[src/rtl/mem_arbiter_if.sv]
// Bundle of the two requester ports, the memory port and the busy flag of mem_arbiter.
// The slave modport is the arbiter's view; master is the view of everything around it.
interface mem_arbiter_if;
  logic        a_req;
  logic        a_we;
  logic [3:0]  a_byte_en;
  logic [31:0] a_addr;
  logic [31:0] a_wdata;
  logic        a_ack;
  logic [31:0] a_rdata;

  logic        b_req;
  logic        b_we;
  logic [3:0]  b_byte_en;
  logic [31:0] b_addr;
  logic [31:0] b_wdata;
  logic        b_ack;
  logic [31:0] b_rdata;

  logic        mem_read_en;
  logic        mem_write_en;
  logic [3:0]  mem_byte_en;
  logic [31:0] mem_addr;
  logic [31:0] mem_write_data;
  logic [31:0] mem_read_data;

  logic        busy;

  modport slave (
    input  a_req, a_we, a_byte_en, a_addr, a_wdata,
    output a_ack, a_rdata,
    input  b_req, b_we, b_byte_en, b_addr, b_wdata,
    output b_ack, b_rdata,
    output mem_read_en, mem_write_en, mem_byte_en, mem_addr, mem_write_data,
    input  mem_read_data,
    output busy
  );

  modport master (
    output a_req, a_we, a_byte_en, a_addr, a_wdata,
    input  a_ack, a_rdata,
    output b_req, b_we, b_byte_en, b_addr, b_wdata,
    input  b_ack, b_rdata,
    input  mem_read_en, mem_write_en, mem_byte_en, mem_addr, mem_write_data,
    output mem_read_data,
    input  busy
  );
endinterface

[src/rtl/mem_arbiter.sv]
// Two-port round-robin arbiter in front of a single fixed-latency memory.
// One transaction at a time; every output is driven straight from a flop.
module mem_arbiter #(
  parameter int READ_LAT = 2
) (
  input  logic          CLOCK,
  input  logic          RESET,
  mem_arbiter_if.slave  bus
);

  typedef enum logic [1:0] {IDLE, ISSUE, WAIT, ACK} state_t;

  localparam logic [1:0] WAIT_LAST = 2'(READ_LAT - 1);

  state_t      state_reg;
  logic        grant_b_reg;
  logic        last_b_reg;
  logic        we_reg;
  logic [1:0]  wait_cnt_reg;

  logic        mem_read_en_reg;
  logic        mem_write_en_reg;
  logic [3:0]  mem_byte_en_reg;
  logic [31:0] mem_addr_reg;
  logic [31:0] mem_write_data_reg;
  logic        a_ack_reg;
  logic        b_ack_reg;
  logic [31:0] a_rdata_reg;
  logic [31:0] b_rdata_reg;
  logic        busy_reg;

  logic        pick_b;
  logic        sel_we;
  logic [3:0]  sel_byte_en;
  logic [31:0] sel_addr;
  logic [31:0] sel_wdata;

  // B wins when it is alone, or when both ask and A was served last.
  assign pick_b      = bus.b_req && (!bus.a_req || !last_b_reg);
  assign sel_we      = pick_b ? bus.b_we      : bus.a_we;
  assign sel_byte_en = pick_b ? bus.b_byte_en : bus.a_byte_en;
  assign sel_addr    = pick_b ? bus.b_addr    : bus.a_addr;
  assign sel_wdata   = pick_b ? bus.b_wdata   : bus.a_wdata;

  always_ff @(posedge CLOCK) begin
    if (RESET) begin
      state_reg          <= IDLE;
      grant_b_reg        <= 1'b0;
      last_b_reg         <= 1'b1;
      we_reg             <= 1'b0;
      wait_cnt_reg       <= 2'd0;
      mem_read_en_reg    <= 1'b0;
      mem_write_en_reg   <= 1'b0;
      mem_byte_en_reg    <= 4'd0;
      mem_addr_reg       <= 32'd0;
      mem_write_data_reg <= 32'd0;
      a_ack_reg          <= 1'b0;
      b_ack_reg          <= 1'b0;
      a_rdata_reg        <= 32'd0;
      b_rdata_reg        <= 32'd0;
      busy_reg           <= 1'b0;
    end else begin
      // Strobes and acks are single-cycle; they default low every cycle.
      mem_read_en_reg    <= 1'b0;
      mem_write_en_reg   <= 1'b0;
      mem_byte_en_reg    <= 4'd0;
      mem_addr_reg       <= 32'd0;
      mem_write_data_reg <= 32'd0;
      a_ack_reg          <= 1'b0;
      b_ack_reg          <= 1'b0;

      case (state_reg)
        IDLE: begin
          if (bus.a_req || bus.b_req) begin
            grant_b_reg <= pick_b;
            last_b_reg  <= pick_b;
            we_reg      <= sel_we;
            busy_reg    <= 1'b1;
            if (sel_byte_en == 4'd0) begin
              state_reg <= ACK;
              a_ack_reg <= !pick_b;
              b_ack_reg <= pick_b;
            end else begin
              // The issue-cycle outputs are the latched request itself.
              state_reg          <= ISSUE;
              mem_read_en_reg    <= !sel_we;
              mem_write_en_reg   <= sel_we;
              mem_byte_en_reg    <= sel_byte_en;
              mem_addr_reg       <= sel_addr;
              mem_write_data_reg <= sel_wdata;
            end
          end
        end

        ISSUE: begin
          if (we_reg) begin
            state_reg <= ACK;
            a_ack_reg <= !grant_b_reg;
            b_ack_reg <= grant_b_reg;
          end else begin
            state_reg    <= WAIT;
            wait_cnt_reg <= 2'd0;
          end
        end

        WAIT: begin
          if (wait_cnt_reg == WAIT_LAST) begin
            state_reg <= ACK;
            a_ack_reg <= !grant_b_reg;
            b_ack_reg <= grant_b_reg;
            if (grant_b_reg) begin
              b_rdata_reg <= bus.mem_read_data;
            end else begin
              a_rdata_reg <= bus.mem_read_data;
            end
          end else begin
            wait_cnt_reg <= wait_cnt_reg + 2'd1;
          end
        end

        ACK: begin
          state_reg <= IDLE;
          busy_reg  <= 1'b0;
        end

        default: begin
          state_reg <= IDLE;
          busy_reg  <= 1'b0;
        end
      endcase
    end
  end

  assign bus.mem_read_en    = mem_read_en_reg;
  assign bus.mem_write_en   = mem_write_en_reg;
  assign bus.mem_byte_en    = mem_byte_en_reg;
  assign bus.mem_addr       = mem_addr_reg;
  assign bus.mem_write_data = mem_write_data_reg;
  assign bus.a_ack          = a_ack_reg;
  assign bus.b_ack          = b_ack_reg;
  assign bus.a_rdata        = a_rdata_reg;
  assign bus.b_rdata        = b_rdata_reg;
  assign bus.busy           = busy_reg;

endmodule

[src/flat_wrapper.sv]
// flat-port wrapper written by rule: the top's interface ports become plain ports
module mem_arbiter_flat 
#(
  parameter int READ_LAT = 2
)
  (CLOCK, RESET, bus_a_req, bus_a_we, bus_a_byte_en, bus_a_addr, bus_a_wdata, bus_a_ack, bus_a_rdata, bus_b_req, bus_b_we, bus_b_byte_en, bus_b_addr, bus_b_wdata, bus_b_ack, bus_b_rdata, bus_mem_read_en, bus_mem_write_en, bus_mem_byte_en, bus_mem_addr, bus_mem_write_data, bus_mem_read_data, bus_busy);
  mem_arbiter_if bus_i ();
  input  logic CLOCK;
  input  logic RESET;
  input wire logic [$bits(bus_i.a_req)-1:0] bus_a_req;
  input wire logic [$bits(bus_i.a_we)-1:0] bus_a_we;
  input wire logic [$bits(bus_i.a_byte_en)-1:0] bus_a_byte_en;
  input wire logic [$bits(bus_i.a_addr)-1:0] bus_a_addr;
  input wire logic [$bits(bus_i.a_wdata)-1:0] bus_a_wdata;
  output wire logic [$bits(bus_i.a_ack)-1:0] bus_a_ack;
  output wire logic [$bits(bus_i.a_rdata)-1:0] bus_a_rdata;
  input wire logic [$bits(bus_i.b_req)-1:0] bus_b_req;
  input wire logic [$bits(bus_i.b_we)-1:0] bus_b_we;
  input wire logic [$bits(bus_i.b_byte_en)-1:0] bus_b_byte_en;
  input wire logic [$bits(bus_i.b_addr)-1:0] bus_b_addr;
  input wire logic [$bits(bus_i.b_wdata)-1:0] bus_b_wdata;
  output wire logic [$bits(bus_i.b_ack)-1:0] bus_b_ack;
  output wire logic [$bits(bus_i.b_rdata)-1:0] bus_b_rdata;
  output wire logic [$bits(bus_i.mem_read_en)-1:0] bus_mem_read_en;
  output wire logic [$bits(bus_i.mem_write_en)-1:0] bus_mem_write_en;
  output wire logic [$bits(bus_i.mem_byte_en)-1:0] bus_mem_byte_en;
  output wire logic [$bits(bus_i.mem_addr)-1:0] bus_mem_addr;
  output wire logic [$bits(bus_i.mem_write_data)-1:0] bus_mem_write_data;
  input wire logic [$bits(bus_i.mem_read_data)-1:0] bus_mem_read_data;
  output wire logic [$bits(bus_i.busy)-1:0] bus_busy;
  assign bus_i.a_req = bus_a_req;
  assign bus_i.a_we = bus_a_we;
  assign bus_i.a_byte_en = bus_a_byte_en;
  assign bus_i.a_addr = bus_a_addr;
  assign bus_i.a_wdata = bus_a_wdata;
  assign bus_a_ack = bus_i.a_ack;
  assign bus_a_rdata = bus_i.a_rdata;
  assign bus_i.b_req = bus_b_req;
  assign bus_i.b_we = bus_b_we;
  assign bus_i.b_byte_en = bus_b_byte_en;
  assign bus_i.b_addr = bus_b_addr;
  assign bus_i.b_wdata = bus_b_wdata;
  assign bus_b_ack = bus_i.b_ack;
  assign bus_b_rdata = bus_i.b_rdata;
  assign bus_mem_read_en = bus_i.mem_read_en;
  assign bus_mem_write_en = bus_i.mem_write_en;
  assign bus_mem_byte_en = bus_i.mem_byte_en;
  assign bus_mem_addr = bus_i.mem_addr;
  assign bus_mem_write_data = bus_i.mem_write_data;
  assign bus_i.mem_read_data = bus_mem_read_data;
  assign bus_busy = bus_i.busy;
  mem_arbiter #(.READ_LAT(READ_LAT)) u_core (.CLOCK(CLOCK), .RESET(RESET), .bus(bus_i));
endmodule
[config.mk]
export PLATFORM = sky130hd
export DESIGN_NAME = mem_arbiter_flat
export DESIGN_NICKNAME = d
export VERILOG_FILES = /design/src/rtl/mem_arbiter_if.sv /design/src/rtl/mem_arbiter.sv /design/src/flat_wrapper.sv
export SDC_FILE = /design/constraint.sdc
export NUM_CORES = 1
export LEC_CHECK = 0
export CAP_MARGIN = 20
export CORE_AREA = 2 2 125 127
export DETAILED_ROUTE_END_ITERATION = 7
export DIE_AREA = 0 0 127 129
export PLACE_DENSITY = 0.79
export SKIP_LAST_GASP = 1
export SLEW_MARGIN = 20
export SYNTH_ARGS = -nofsm -noshare
export SYNTH_HDL_FRONTEND = slang
export SYNTH_SLANG_ARGS = --single-unit
[constraint.sdc]
create_clock -name CLOCK -period 2.05 [get_ports CLOCK]
set_clock_uncertainty 0.15 [all_clocks]
set_input_delay 0.615 -clock CLOCK [delete_from_list [all_inputs] [get_ports CLOCK]]
set_output_delay 0.615 -clock CLOCK [all_outputs]
set_load 0.02 [all_outputs]
* After elaboration in Yosys (flattened, before gate mapping) *
Cells that the tools add are included.

word-level totals
  register bits = 144
  bits of input ports = 174
  output and inout port bits = 137
  word-level logic and storage cells = 70

cells by class
  $add $sub $neg = 1
  eq/ne operators = 8
  multiplexer cells = 24
  bitwise logic cells = 3
  reductions and logical operators = 19

operators with widths
  cell                 number
  $mux 32              2
  $mux 1               11
  $mux 2               5
  $reduce_and 3->1     3
  $pmux 2 s4           1
  $pmux 1 s3           2
  $reduce_and 2->1     3
  $logic_not 1->1      5
  $eq 2x1->1 const B   2
  $eq 2x2->1 const B   2
  $logic_not 4->1      1
  $mux 4               1
  $ne 2x1->1 const B   2
  $ne 2x2->1 const B   2
  $pmux 2 s2           1
  $reduce_bool 2->1    2
  $reduce_or 4->1      1
  $not 1->1            3
  $add 2x1->2 const B  1
  $logic_not 2->1      1
  $logic_or 1x1->1     2
  $pmux 1 s2           1
  $logic_and 1x1->1    1

* Logic depth before layout (Yosys ltp) *
  depth after elaboration = 8
  depth in mapped cells = 7

* Worst setup path after synthesis *
No wires, ideal clock.

  path kind = input port to flip-flop
  start point = input port bus_b_req
  end point = register u_core.mem_read_en_reg (netlist: u_core.bus.mem_read_en)
  data arrival time = 1.666 ns
  data required time = 1.825 ns
  setup slack = 0.159 ns
  cell stages on the path = 6
  cell sequence = a21boi_1 buf_2 mux2_4 buf_6 buf_6 nor3b_2

on the way
  word-level cells in the longest chain between the ends = 4
  elaborated cells on any way between the ends = 8
  classes of those cells = mux (2); bitwise (1); reduce/logical (5)

RTL lines
  what                       line                source
  start, declared            flat_wrapper.sv:17  input wire logic [$bits(bus_i.b_req)-1:0] bus_b_req;
  $logic_and 1x1->1          mem_arbiter.sv:39   assign pick_b = bus.b_req && (!bus.a_req || !last_b_reg);
  $mux 4                     mem_arbiter.sv:41   assign sel_byte_en = pick_b ? bus.b_byte_en : bus.a_byte_en;
  $logic_not 4->1            mem_arbiter.sv:79   if (sel_byte_en == 4'd0) begin
  $reduce_or 4->1 (no line)  n/a
  end signal, assigned       mem_arbiter.sv:86   mem_read_en_reg <= !sel_we;
  end, declared              mem_arbiter.sv:21   logic mem_read_en_reg;

Parallel ways exist; a longest one is shown, timed or not.
A chain may end at the register's enable or synchronous reset.

* Worst setup path after layout *
  start point = input port bus_b_req
  end point = register u_core.mem_write_data_reg[25] (netlist: u_core.bus.mem_write_data[25])

on the way
  word-level cells in the longest chain between the ends = 4
  elaborated cells on any way between the ends = 7
  classes of those cells = mux (2); bitwise (1); reduce/logical (4)

RTL lines
  what                       line               source
  $logic_and 1x1->1          mem_arbiter.sv:39
  $mux 4                     mem_arbiter.sv:41
  $logic_not 4->1            mem_arbiter.sv:79
  $reduce_or 4->1 (no line)  n/a
  end signal, assigned       mem_arbiter.sv:90  mem_write_data_reg <= sel_wdata;
  end, declared              mem_arbiter.sv:25  logic [31:0] mem_write_data_reg;

Parallel ways exist; a longest one is shown, timed or not.

==> impl_metrics.yaml <==
run_status:
  status: "finished clean"
setup_path:
  path_delay_family: "buffers and inverters"
  startpoint_type: "primary input"
  r2r-start: "u_core.state_reg[0]"
  crit_chain: "clkdlybuf4s50_1, a21boi_4, mux2_4, buf_4, nor3_2"
  r2r_setup_slack_ps: 200
  arrival_ps: 2190
  cp.required_ps: 2230
  cp_max_fo: 8
  path_buf_inv: 2
  reg2reg_depth: 7
  r2r-end: "u_core.state_reg[0]"
  critPathMaxStageDelay_ps: 530
  crit_type: "primary input to flip-flop"
  endpoint_kind: "flip-flop"
  crit_path_top_delay_cell: "clkdlybuf4s50_1"
timing:
  tightestPinTransition_ps: 420.2
  slew_headroom_pct: 71.99
  fmax_ghz: 0.4987
  setup_viol: 0
  finalWorstSetupSlack_ps: 44.80
  whs_ps: 301.1
  fin_crit_sh_pct: 97.81
  maxSlewViolCount: 0
  min_period_ps: 2005
  setup_tns_ps: 0
  hold_violations: 0
routing:
  vias: 5320
  drt_wl_total_mm: 18.48
  wl_per_cell_um: 16.66
  firstDrtPassIters: 4
  ant_nets: 0
  drt_iter0_drc: 255
  drc: 0
  vias_per_cell: 4.797
placement:
  placed_area_um2: 9300
  port_buffers: 310
  numPlacedInstances: 1078
  dp_hpwl_mm: 13.81
  dp_slack_ps: -424.5
  gp_congestion: 0.8259
floorplanning:
  die_y_um: 129
  num_rows: 45
  coreArea_um2: 14980
  dieWidth_um: 127
  die_area_um2: 16380
  ioPinCount: 311
  start_util_pct: 38.22
synth:
  syn_area_um2: 5724
  ys_seq_area_share_pct: 50.36
  avgSynthCellArea_um2: 9.869
  synthesis.nets: 760
  synth_cells: 580
  synth.distinct_cells: 40
  synth_seq_cells: 144
  yosys_warnings: 0
min_path:
  whs_path_depth: 2
  min_from: "u_core.bus.a_rdata[0]"
  hp-class: "flip-flop to flip-flop"
  worstHoldEndpoint: "u_core.bus.a_rdata[0]"
clock_tree:
  htree_levels: 4
  root_buffer: "clkbuf_16"
  clock_path_buffers: 2
  tritoncts: "done"
  cts_sinks: 144
  cts_buffers: 17
  clk_latency_ps: 410
  clk_pin_slew_ps: 60
global_route:
  grt_usage_pct: 22.24
  grt_first_pass_wirelength_mm: 28.29
  gr-total-overflow: 0
  antenna_found_initial: 0
  grt_max_degree: 42
  grt_pass1_vias: 5304
layout:
  drive_gt1_share_pct: 16.72
  design_area_um2: 9821
  fill_cells: 1269
  area_delta_synth_final_pct: 71.56
  layout_common_cells: "clkdlybuf4s50_1, dfxtp_1, dlygate4sd2_1"
  finish.utilization_pct: 65.57
  layout_commonest_cell: "clkdlybuf4s50_1"
  n_antenna_cell: 0
  layout.cells.non_filler: 1109
  nets: 1090
pwr:
  leakage_nw: 4.274
  ir_worst_vdd_mv: 0.5733
  power_mw: 8.890
  p_per_area_nw_per_um2: 905.3
flow_run:
  drv_cap: 0
power by group:
| part | switching (mW) | leakage, nW | total, mW | internal, mW |
|---|---|---|---|---|
| combinational | 1.18 | 2.78 | 2.31 | 1.13 |
| sequential | 0.0853 | 1.17 | 3.16 | 3.07 |
| clock | 1.15 | 0.321 | 3.42 | 2.28 |
repair_timing:
| item | CTS | global route |
|---|---|---|
| hold buffers | 0 | 0 |
| setup buffers | 0 | 1 |
| endpoints found under the hold margin | 0 | 0 |
| resized for setup | 138 | 4 |
| endpoints found under the setup margin | 138 | 35 |
cell usage after synthesis (all sizes together):
cell | number | area share [%]
nand2b | 2 | 0.22
a2bb2oi | 1 | 0.15
o211a | 1 | 0.17
o21a | 1 | 0.13
a21oi | 69 | 6.0
nand2 | 130 | 8.5
ha | 6 | 1.3
a21boi | 1 | 0.13
dfxtp | 144 | 50
or4 | 1 | 0.13
nand4b | 1 | 0.15
nand4 | 1 | 0.11
mux2i | 69 | 12
nor2 | 4 | 0.26
a211oi | 1 | 0.13
clkbuf | 22 | 1.4
nor3b | 2 | 0.35
nand3b | 1 | 0.13
nand3 | 1 | 0.087
nor2b | 2 | 0.22
nor4b | 1 | 0.15
buf | 23 | 2.7
inv | 6 | 0.39
and3b | 1 | 0.15
a211o | 1 | 0.15
o21ai | 6 | 0.52
and3 | 2 | 0.22
nor4 | 3 | 0.33
a21o | 1 | 0.13
and2 | 1 | 0.11
o31ai | 1 | 0.13
a21bo | 1 | 0.17
nor3 | 69 | 12
o211ai | 1 | 0.13
mux2 | 1 | 0.26
or3 | 2 | 0.22
kinds of logic (layout without fill, tap and decap cells):
| family | Yosys count | after routing | share of synthesized area (%) |
|---|---|---|---|
| compound gates | 85 | 85 | 8.000 |
| mux | 70 | 70 | 12.33 |
| simple gates | 224 | 224 | 23.43 |
| buf+inv | 51 | 392 | 4.568 |
| flops | 144 | 144 | 50.36 |
| fa+ha+maj | 6 | 6 | 1.311 |
metal layers:
layer  wire, µm  vias to the layer above  track usage (%)
li1           -                     2635                -
met1       7352                     2463            25.41
met2       9560                      188            39.91
met3       1088                       34            6.112
met4        479                        0            8.145
met5          0                        -                0
how the worst max path moves through the flow:
| stage | from | to | slack (ps) | cells after the start |
|---|---|---|---|---|
| finish | bus_b_req | u_core.bus.mem_write_data[25] | 40 | 5 |
| floorplan | bus_b_req | u_core.bus.mem_read_en | 160 | 6 |
| global route | bus_b_req | u_core.bus.mem_addr[13] | -10 | 6 |
| CTS | bus_b_req | u_core.bus.mem_addr[13] | 40 | 6 |
| global placement | bus_b_req | u_core.bus.mem_addr[4] | -350 | 6 |
| detailed placement | bus_b_req | u_core.bus.mem_write_data[22] | -420 | 6 |
worst reg2reg max path, delay by kind of cell (launching register included):
family	cells	cell delay, ps
AOI/OAI and AO/OA	1	130
adders and majority gates	1	210
buffers and inverters	3	340
DFF	1	330
and+or+nand+nor	2	630
layout make-up:
type / count / area, µm² / area share, %
Multi-Input combinational cell: 385 / 2619 / 26.67
Clock buffer: 21 / 480.5 / 4.892
Inverter: 6 / 22.52 / 0.2293
Tap cell: 188 / 235.2 / 2.395
Clock inverter: 9 / 180.2 / 1.835
Timing Repair Buffer: 356 / 3401 / 34.63
Sequential cell: 144 / 2883 / 29.35
No activity file was read; power rests on OpenSTA's default activity.
